**src/rtl/ps2_mouse_tracker_if.sv**
```systemverilog
// Register bus between the system side and the PS/2 mouse tracker.
// Master drives address/strobes/write data; the tracker returns registered read data.
interface ps2_mouse_tracker_if;
  logic [7:0] Addr;
  logic       RD;
  logic       WR;
  logic [7:0] DataIn;
  logic [7:0] DataOut;

  // RD/WR are single-cycle strobes sampled on Clk; DataOut is valid one cycle after RD and holds otherwise.
  modport master (output Addr, RD, WR, DataIn, input DataOut);
  modport slave  (input Addr, RD, WR, DataIn, output DataOut);
endinterface

```
**src/rtl/ps2_mouse_tracker.sv**
```systemverilog
// Receive-only PS/2 mouse front end with a clamped absolute-position tracker on an 8-bit register bus.
// Optional feature macro: PS2_MOUSE_WHEEL_EN (4-byte IntelliMouse packets with an 8-bit WHEEL accumulator).
module ps2_mouse_tracker #(
  parameter int POS_W       = 16,
  parameter int X_MAX       = 639,
  parameter int Y_MAX       = 479,
  parameter int FILT_LEN    = 8,
  parameter int TIMEOUT_CYC = 50000
) (
  input  logic                  Clk,
  input  logic                  Reset,
  input  logic                  PS2Clk,
  input  logic                  PS2Data,
  ps2_mouse_tracker_if.slave    bus,
  output logic                  Irq
);
  localparam int PW = POS_W + 2;
  localparam int FW = $clog2(FILT_LEN + 1);
  localparam int TW = $clog2(TIMEOUT_CYC + 1);
  localparam logic signed [PW-1:0] XMAX_S = PW'(X_MAX);
  localparam logic signed [PW-1:0] YMAX_S = PW'(Y_MAX);

  typedef enum logic [1:0] {S_IDLE, S_DATA, S_PARITY, S_STOP} frame_state_e;

  logic clk_s1_q, clk_s2_q, dat_s1_q, dat_s2_q;
  logic filt_q;
  logic [FW-1:0] filt_cnt_q;
  logic fall;

  always_ff @(posedge Clk or posedge Reset) begin
    if (Reset) begin
      clk_s1_q   <= 1'b1;
      clk_s2_q   <= 1'b1;
      dat_s1_q   <= 1'b1;
      dat_s2_q   <= 1'b1;
      filt_q     <= 1'b1;
      filt_cnt_q <= '0;
    end else begin
      clk_s1_q <= PS2Clk;
      clk_s2_q <= clk_s1_q;
      dat_s1_q <= PS2Data;
      dat_s2_q <= dat_s1_q;
      // The filtered level flips only after FILT_LEN consecutive disagreeing samples.
      if (clk_s2_q == filt_q) begin
        filt_cnt_q <= '0;
      end else if (filt_cnt_q == FW'(FILT_LEN - 1)) begin
        filt_q     <= clk_s2_q;
        filt_cnt_q <= '0;
      end else begin
        filt_cnt_q <= filt_cnt_q + 1'b1;
      end
    end
  end

  assign fall = filt_q && !clk_s2_q && (filt_cnt_q == FW'(FILT_LEN - 1));

  frame_state_e state_q, state_d;
  logic [2:0]    bit_cnt_q, bit_cnt_d;
  logic [7:0]    shift_q, shift_d;
  logic          par_q, par_d;
  logic [TW-1:0] tmo_q;
  logic          byte_ok, frame_err, tmo_hit;

  always_ff @(posedge Clk or posedge Reset) begin
    if (Reset) begin
      state_q   <= S_IDLE;
      bit_cnt_q <= '0;
      shift_q   <= '0;
      par_q     <= 1'b0;
      tmo_q     <= '0;
    end else begin
      state_q   <= state_d;
      bit_cnt_q <= bit_cnt_d;
      shift_q   <= shift_d;
      par_q     <= par_d;
      tmo_q     <= (state_q == S_IDLE || fall || tmo_hit) ? '0 : tmo_q + 1'b1;
    end
  end

  always_comb begin
    state_d   = state_q;
    bit_cnt_d = bit_cnt_q;
    shift_d   = shift_q;
    par_d     = par_q;
    byte_ok   = 1'b0;
    frame_err = 1'b0;
    tmo_hit   = (state_q != S_IDLE) && !fall && (tmo_q == TW'(TIMEOUT_CYC - 1));
    if (tmo_hit) begin
      state_d = S_IDLE;
    end else if (fall) begin
      case (state_q)
        S_IDLE: if (!dat_s2_q) begin
          state_d   = S_DATA;
          bit_cnt_d = '0;
        end
        S_DATA: begin
          shift_d   = {dat_s2_q, shift_q[7:1]};
          bit_cnt_d = bit_cnt_q + 1'b1;
          if (bit_cnt_q == 3'd7) state_d = S_PARITY;
        end
        S_PARITY: begin
          par_d   = dat_s2_q;
          state_d = S_STOP;
        end
        default: begin
          state_d = S_IDLE;
          if (dat_s2_q && (^{shift_q, par_q})) byte_ok = 1'b1;
          else                                 frame_err = 1'b1;
        end
      endcase
    end
  end

  // Packet assembly keeps only the header fields that the commit actually uses.
  logic [1:0] idx_q;
  logic [2:0] pbtn_q;
  logic       povf_q, xs_q, ys_q;
  logic [7:0] dx_q, dy_q;
  logic       commit_q;
`ifdef PS2_MOUSE_WHEEL_EN
  logic [3:0] dz_q;
  logic [7:0] wheel_q;
`endif

  always_ff @(posedge Clk or posedge Reset) begin
    if (Reset) begin
      idx_q    <= '0;
      pbtn_q   <= '0;
      povf_q   <= 1'b0;
      xs_q     <= 1'b0;
      ys_q     <= 1'b0;
      dx_q     <= '0;
      dy_q     <= '0;
      commit_q <= 1'b0;
`ifdef PS2_MOUSE_WHEEL_EN
      dz_q     <= '0;
`endif
    end else begin
      commit_q <= 1'b0;
      if (frame_err || tmo_hit) begin
        idx_q <= '0;
      end else if (byte_ok) begin
        case (idx_q)
          2'd0: if (shift_q[3]) begin
            pbtn_q <= shift_q[2:0];
            xs_q   <= shift_q[4];
            ys_q   <= shift_q[5];
            povf_q <= |shift_q[7:6];
            idx_q  <= 2'd1;
          end
          2'd1: begin
            dx_q  <= shift_q;
            idx_q <= 2'd2;
          end
`ifdef PS2_MOUSE_WHEEL_EN
          2'd2: begin
            dy_q  <= shift_q;
            idx_q <= 2'd3;
          end
          default: begin
            dz_q     <= shift_q[3:0];
            idx_q    <= 2'd0;
            commit_q <= 1'b1;
          end
`else
          default: begin
            dy_q     <= shift_q;
            idx_q    <= 2'd0;
            commit_q <= 1'b1;
          end
`endif
        endcase
      end
    end
  end

  logic [POS_W-1:0] x_q, y_q, x_new, y_new;
  logic signed [PW-1:0] dx_s, dy_s, x_sum, y_sum;

  // PS/2 +dy means up, while screen Y grows downward.
  always_comb begin
    dx_s  = {{(PW-9){xs_q}}, xs_q, dx_q};
    dy_s  = {{(PW-9){ys_q}}, ys_q, dy_q};
    x_sum = $signed({2'b00, x_q}) + dx_s;
    y_sum = $signed({2'b00, y_q}) - dy_s;
    if (x_sum[PW-1])         x_new = '0;
    else if (x_sum > XMAX_S) x_new = POS_W'(X_MAX);
    else                     x_new = x_sum[POS_W-1:0];
    if (y_sum[PW-1])         y_new = '0;
    else if (y_sum > YMAX_S) y_new = POS_W'(Y_MAX);
    else                     y_new = y_sum[POS_W-1:0];
  end

  logic       new_q, err_q, ovf_q, irq_en_q, home_q;
  logic [2:0] btn_q;
  logic [7:0] pkt_cnt_q, dout_q, shadow_xhi_q, rd_data;
  logic [15:0] shadow_y_q, x16, y16;
  logic       wr_status, wr_ctrl;

  assign x16       = 16'(x_q);
  assign y16       = 16'(y_q);
  assign wr_status = bus.WR && (bus.Addr == 8'h00);
  assign wr_ctrl   = bus.WR && (bus.Addr == 8'h08);

  always_comb begin
    rd_data = 8'h00;
    case (bus.Addr)
      8'h00: rd_data = {5'b0, ovf_q, err_q, new_q};
      8'h01: rd_data = {5'b0, btn_q};
      8'h02: rd_data = x16[7:0];
      8'h03: rd_data = shadow_xhi_q;
      8'h04: rd_data = shadow_y_q[7:0];
      8'h05: rd_data = shadow_y_q[15:8];
      8'h06: rd_data = pkt_cnt_q;
`ifdef PS2_MOUSE_WHEEL_EN
      8'h07: rd_data = wheel_q;
`endif
      8'h08: rd_data = {6'b0, irq_en_q, 1'b0};
      default: rd_data = 8'h00;
    endcase
  end

  always_ff @(posedge Clk or posedge Reset) begin
    if (Reset) begin
      new_q        <= 1'b0;
      err_q        <= 1'b0;
      ovf_q        <= 1'b0;
      irq_en_q     <= 1'b0;
      home_q       <= 1'b0;
      btn_q        <= '0;
      pkt_cnt_q    <= '0;
      x_q          <= '0;
      y_q          <= '0;
      dout_q       <= '0;
      shadow_xhi_q <= '0;
      shadow_y_q   <= '0;
`ifdef PS2_MOUSE_WHEEL_EN
      wheel_q      <= '0;
`endif
    end else begin
      home_q <= wr_ctrl && bus.DataIn[0];
      if (wr_ctrl) irq_en_q <= bus.DataIn[1];
      // Hardware set beats a same-cycle write-1-to-clear.
      new_q <= commit_q | (new_q & ~(wr_status & bus.DataIn[0]));
      err_q <= frame_err | (err_q & ~(wr_status & bus.DataIn[1]));
      ovf_q <= (commit_q & povf_q) | (ovf_q & ~(wr_status & bus.DataIn[2]));
      if (commit_q) begin
        btn_q     <= pbtn_q;
        pkt_cnt_q <= pkt_cnt_q + 8'd1;
        if (!povf_q) begin
          x_q <= x_new;
          y_q <= y_new;
        end
`ifdef PS2_MOUSE_WHEEL_EN
        wheel_q <= wheel_q + {{4{dz_q[3]}}, dz_q};
`endif
      end else if (home_q) begin
        x_q <= '0;
        y_q <= '0;
      end
      if (bus.RD) begin
        dout_q <= rd_data;
        if (bus.Addr == 8'h02) begin
          shadow_xhi_q <= x16[15:8];
          shadow_y_q   <= y16;
        end
      end
    end
  end

  assign bus.DataOut = dout_q;
  assign Irq         = new_q & irq_en_q;
endmodule
```
**src/flat_wrapper.sv**
```systemverilog
// flat-port wrapper written by rule: the top's interface ports become plain ports
module ps2_mouse_tracker_flat 
#(
  parameter int POS_W       = 16,
  parameter int X_MAX       = 639,
  parameter int Y_MAX       = 479,
  parameter int FILT_LEN    = 8,
  parameter int TIMEOUT_CYC = 50000
)
  (Clk, Reset, PS2Clk, PS2Data, Irq, bus_Addr, bus_RD, bus_WR, bus_DataIn, bus_DataOut);
  ps2_mouse_tracker_if bus_i ();
  input  logic Clk;
  input  logic Reset;
  input  logic PS2Clk;
  input  logic PS2Data;
  output logic Irq;
  input wire logic [$bits(bus_i.Addr)-1:0] bus_Addr;
  input wire logic [$bits(bus_i.RD)-1:0] bus_RD;
  input wire logic [$bits(bus_i.WR)-1:0] bus_WR;
  input wire logic [$bits(bus_i.DataIn)-1:0] bus_DataIn;
  output wire logic [$bits(bus_i.DataOut)-1:0] bus_DataOut;
  assign bus_i.Addr = bus_Addr;
  assign bus_i.RD = bus_RD;
  assign bus_i.WR = bus_WR;
  assign bus_i.DataIn = bus_DataIn;
  assign bus_DataOut = bus_i.DataOut;
  ps2_mouse_tracker #(.POS_W(POS_W), .X_MAX(X_MAX), .Y_MAX(Y_MAX), .FILT_LEN(FILT_LEN), .TIMEOUT_CYC(TIMEOUT_CYC)) u_core (.Clk(Clk), .Reset(Reset), .PS2Clk(PS2Clk), .PS2Data(PS2Data), .bus(bus_i), .Irq(Irq));
endmodule
```
**config.mk**
```make
export PLATFORM = sky130hd
export DESIGN_NAME = ps2_mouse_tracker_flat
export DESIGN_NICKNAME = d
export VERILOG_FILES = /design/src/rtl/ps2_mouse_tracker_if.sv /design/src/rtl/ps2_mouse_tracker.sv /design/src/flat_wrapper.sv
export SDC_FILE = /design/constraint.sdc
export NUM_CORES = 1
export LEC_CHECK = 0
export BUFFER_PORTS_ARGS = -buffer_cell sky130_fd_sc_hd__buf_4
export CAP_MARGIN = 20
export CORE_MARGIN = 3
export CORE_UTILIZATION = 55
export CTS_CLUSTER_SIZE = 30
export DETAILED_ROUTE_END_ITERATION = 7
export PLACE_DENSITY = 0.72
export SETUP_SLACK_MARGIN = 0.1
export SYNTH_ARGS = -nofsm -noshare
export SYNTH_HDL_FRONTEND = slang
export SYNTH_SLANG_ARGS = --single-unit
```
**constraint.sdc**
```tcl
create_clock -name Clk -period 4.4 [get_ports Clk]
set_input_delay 0.22 -clock Clk [delete_from_list [all_inputs] [get_ports Clk]]
set_output_delay 0.22 -clock Clk [all_outputs]
set_load 0.02 [all_outputs]
```
# Word-level counts from Yosys, hierarchy flattened
# Cells that the tools add are included.
[totals]
register_bits = 144
out_inout_bits = 9
word_cells = 147
[op_classes]
addsub = 6
order_cmp = 2
eq_ne = 19
mux = 35
bitwise = 18
reduce_logical = 36
[ops]
columns = ["operator", "count"]
rows = [
  ["two-way mux 16 bit", 10],
  ["one-hot mux 8 bit (8 select lines)", 1],
  ["== test 8 x 3 -> 1 bit (second input constant)", 3],
  ["adder 17 x 9 -> 18 bit", 1],
  ["> comparator 18 x 10 -> 1 bit (second input constant)", 1],
  ["> comparator 18 x 11 -> 1 bit (second input constant)", 1],
  ["subtractor 17 x 9 -> 18 bit", 1],
  ["adder 16 x 1 -> 16 bit (second input constant)", 1],
  ["== test 16 bit (second input constant)", 1],
  ["== test 8 x 2 -> 1 bit (second input constant)", 2],
  ["AND reduction 3 bit", 5],
  ["two-way mux 2 bit", 7],
  ["two-way mux 1 bit", 11],
  ["nonzero test 2 bit", 5],
  ["XOR reduction 9 bit", 1],
  ["adder 8 x 1 -> 8 bit (second input constant)", 1],
  ["bitwise AND 1 bit", 8],
  ["== test 8 x 1 -> 1 bit (second input constant)", 1],
  ["== test 8 x 4 -> 1 bit (second input constant)", 1],
  ["logical AND 1 bit", 8],
  ["logical NOT 8 bit", 1],
  ["two-way mux 4 bit", 2],
  ["AND reduction 2 bit", 4],
  ["AND reduction 4 bit", 2],
  ["21 further kinds", 37],
]

# Longest topological paths before layout
[depth]
word_depth = 10
depth_mapped = 13
mapped_depth_nobuf = 13

# Least setup slack after synthesis
# No wires, ideal clock.
[synth_timing]
kind = "register to register"
startpoint = "reg u_core.y_q[0], in the netlist u_core.y16[0]"
endpoint = "reg u_core.y_q[0], in the netlist u_core.y16[0]"
setup_ns = 0.126
arrival_ns = 2.716
t_required_ns = 4.274
slack_ns = 1.558
path_stages_with_launch = 14
cell_sequence = "dfrtp_1 > inv_1 > ha_1 > inv_1 > fa_1 > a211oi_2 > o21ai_1 > a221oi_2 > xnor2_1 > nand4_1 > nand4_2 > nor4b_2 > o22ai_2 > a221o_1"
[synth_between]
elab_chain_cells = 6
[synth_lines]
columns = ["element", "line", "source"]
rows = [
  ["start, declared", "ps2_mouse_tracker.sv:177", "logic [POS_W-1:0] x_q, y_q, x_new, y_new;"],
  ["start signal, assigned", "ps2_mouse_tracker.sv:252", "y_q <= y_new;"],
  ["subtractor 17 x 9 -> 18 bit (*)", "ps2_mouse_tracker.sv:185", "y_sum = $signed({2'b00, y_q}) - dy_s;"],
  ["> comparator 18 x 10 -> 1 bit", "ps2_mouse_tracker.sv:190", "else if (y_sum > YMAX_S) y_new = POS_W'(Y_MAX);"],
  ["two-way mux 16 bit", "ps2_mouse_tracker.sv:190", ""],
  ["two-way mux 16 bit (*)", "ps2_mouse_tracker.sv:189", "if (y_sum[PW-1]) y_new = '0;"],
  ["two-way mux 16 bit (*)", "ps2_mouse_tracker.sv:250", "if (!povf_q) begin"],
  ["two-way mux 16 bit (*)", "ps2_mouse_tracker.sv:247", "if (commit_q) begin"],
]
# Every way passes the cells marked *; elsewhere a longest branch is shown, timed or not. The select of a mux whose other input is x is not followed.
# A chain may end at the register's enable or synchronous reset.

# Final worst setup path
# Same ends and word-level chain as after synthesis.

==> results.sh <==
export IMPL_fin_hold_ws_ns=0.004153
export IMPL_min_period_over_period=0.7548
export IMPL_tns_ns=0
export IMPL_postSynthAreaPerCell_sq_um=10.22
export IMPL_dp_cells=982
export IMPL_drtPass1Iterations=6
export IMPL_cts_tree="done"
export IMPL_die_area_sq_um=16320
export IMPL_relSlewSlack=0.3321
export IMPL_grt_pass1_wl_um=29940
export IMPL_vias=6137
export IMPL_worstSetupPathType="flop to flop"
export IMPL_gr_usage_met1=0.3043
export IMPL_ant_nets=0
export IMPL_drc=0
export IMPL_grt_usage=0.2282
export IMPL_status="complete, no violations"
export IMPL_routed_wl_um=17850
export IMPL_cts_root_buf="clkbuf_16"
export IMPL_hpwl_um=12790
export IMPL_maxCapViolCount=0
export IMPL_port_buffers=25
export IMPL_powerDensity_nw_per_um2=320.2
export IMPL_synth_edf_count=0
export IMPL_vdd_ir_drop_max_mv=0.2976
export IMPL_min_path_type="input port to asynchronous set/reset pin"
export IMPL_viasPerCell=6.034
export IMPL_synthCells=798
export IMPL_final_core_util=0.6439
export IMPL_grt_start_max_net_pins=113
export IMPL_num_rows=43
export IMPL_final_common_cell="dfrtp_1"
export IMPL_fin_crit_ns=3.321
export IMPL_drv_slew=0
export IMPL_drive_above_1_share=0.1577
export IMPL_start_kind="flop"
export IMPL_use_met2=0.3749
export IMPL_ys_warnings_count=0
export IMPL_cts_sinks=144
export IMPL_syn_to_final_growth_pct=12.17
export IMPL_antenna_found_initial=0
export IMPL_layout_setup_ws_ns=1.079
export IMPL_core_sq_um=14200
export IMPL_dp_slack_ns=1.217
export IMPL_htree_levels=4
export IMPL_grt_pass1_vias=6130
export IMPL_hold_viol=0
export IMPL_ctsHoldBuffers=2
export IMPL_cts_setup_buffers=0
export IMPL_layout_common_cells="dfrtp_1, nand2_1, nor2_1, o21ai_0, inv_1"
export IMPL_ys_ff_latch=144
export IMPL_p_total_mw=2.929
export IMPL_grt_busiest_layer="met2"
export IMPL_fin_cells=1017
export IMPL_cts_buffer_depth=2
export IMPL_grt_util_met3=0.05083
export IMPL_fp_dieH_um=127.8
export IMPL_ys_seq_area_frac=0.4428
export IMPL_synthArstFlopShare=1.000
export IMPL_gp_congestion=0.8958
export IMPL_clk_pin_slew_ns=0.06
export IMPL_placed_area_sq_um=8479
export IMPL_wl_per_cell_um=17.55
export IMPL_io_pins=31
export IMPL_setup_violations=0
export IMPL_cts_resized=0
export IMPL_worstPathArrival_ns=3.63
export IMPL_post_route_cell_area_sq_um=9145
export IMPL_required_ns=4.70
export IMPL_nets=892
export IMPL_drtIter0Drc=367
export IMPL_overflow=0
export IMPL_skew_ns=0.006895
export IMPL_worst_pin_slew_ns=1.002
export IMPL_die_x_um=127.8
export IMPL_crit_fanout=8
export IMPL_rsz0062_at_grt="false"
export IMPL_fmaxAchievable_ghz=0.3011
export IMPL_synth_ff_type="dfrtp_1"
export IMPL_clock_latency_ns=0.42
export IMPL_cts_inserted_buffers=17
export IMPL_synthesis_nets=866
export IMPL_initial_core_util=0.5740
export IMPL_p_leak_nw=4.334
export IMPL_endpoint_kind="flop"
export IMPL_yosysUniqueCellTypes=77
export IMPL_syn_cell_area_sq_um=8153
export IMPL_antennaDiodeCount=0
[kinds of logic (layout without fill, tap and decap cells)]
| family | after synthesis | after routing | synth area share |
|---|---|---|---|
| AND/OR/NAND/NOR | 247 | 247 | 0.1552 |
| AO/OA/AOI/OAI | 175 | 175 | 0.1509 |
| flip-flops | 144 | 144 | 0.4428 |
| buffers and inverters | 69 | 108 | 0.03468 |
| multiplexers | 67 | 67 | 0.09039 |
| XOR/XNOR | 50 | 50 | 0.05371 |
| adder cells (fa/ha/maj) | 46 | 46 | 0.07244 |
[flip-flops by register name (all words and copies together), names as in the netlist, 3 cells and up]
register,cells
u_core.shadow_y_q,16
u_core.pbtn_q,3
u_core.pkt_cnt_q,8
u_core.btn_q,3
u_core.bus.DataOut,8
u_core.dx_q,8
u_core.tmo_q,16
u_core.dy_q,8
u_core.shadow_xhi_q,8
u_core.shift_q,8
u_core.x16,16
u_core.bit_cnt_q,3
u_core.y16,16
u_core.filt_cnt_q,4
[final timing paths]
path                                 start               to  slack [ns]  depth (start not counted)
max                          u_core.y16[0]    u_core.y16[0]        1.08                         13
max reg2reg                  u_core.y16[0]    u_core.y16[0]        1.08                         13
max in group asynchronous            Reset  u_core.dat_s1_q        3.39                          3
min in group Clk                    bus_WR    u_core.home_q        0.05                          2
min                                  Reset  u_core.tmo_q[9]       0.004                          2
min reg2reg                u_core.dat_s1_q  u_core.dat_s2_q        0.35                          0
[layout make-up]
type	count	area, sq um
clock inverters	9	130.1
well taps	180	225.2
multi-input cells	585	4264
clock buffers	23	488.0
inverters	46	177.7
flip-flops and latches	144	3610
fillers	1116	5059
repair buffers	30	250.2
[per-layer routing]
metal	up-vias	part of all wire
met5	-	0
met4	0	0.017
met3	19	0.049
met2	173	0.48
met1	3031	0.45
li1	2914	-
[cell usage after synthesis (6+ instances only)]
cell type	count	area share
o21ai_0	48	0.029
and2_1	17	0.013
nand2b_1	8	0.0061
nand2_1	69	0.032
mux2i_1	14	0.017
o21a_1	8	0.0074
xor2_1	18	0.019
xnor2_1	32	0.034
dfrtp_1	139	0.43
nand3_1	25	0.015
a22o_1	18	0.019
o21ai_1	9	0.0055
a211oi_1	6	0.0055
nor2_1	55	0.025
nor3_1	20	0.012
and3_1	11	0.0084
inv_1	46	0.021
nand4_1	10	0.0077
mux2_2	44	0.061
mux2_1	9	0.012
clkbuf_1	14	0.0064
a221o_1	8	0.0098
a21oi_1	29	0.018
buf_2	7	0.0043
ha_1	44	0.068
[critical path, cell delays in order, from the launching register on]
cell,delay [ns]
dfrtp_1,0.38
inv_1,0.08
ha_1,0.17
inv_1,0.06
fa_1,0.43
a211oi_2,0.31
o21ai_1,0.19
nand4_1,0.20
nand2_1,0.09
xnor2_1,0.27
nand4_2,0.20
nor4_2,0.35
o22ai_2,0.19
a221o_1,0.30
[report_power, final]
part           switching, mW  internal, mW  total, mW
logic                 0.0516        0.0300     0.0816
clock network          0.545         0.950       1.50
registers             0.0105          1.34       1.35
total                  0.607          2.32       2.93
Power figures use the tool's default switching activity.
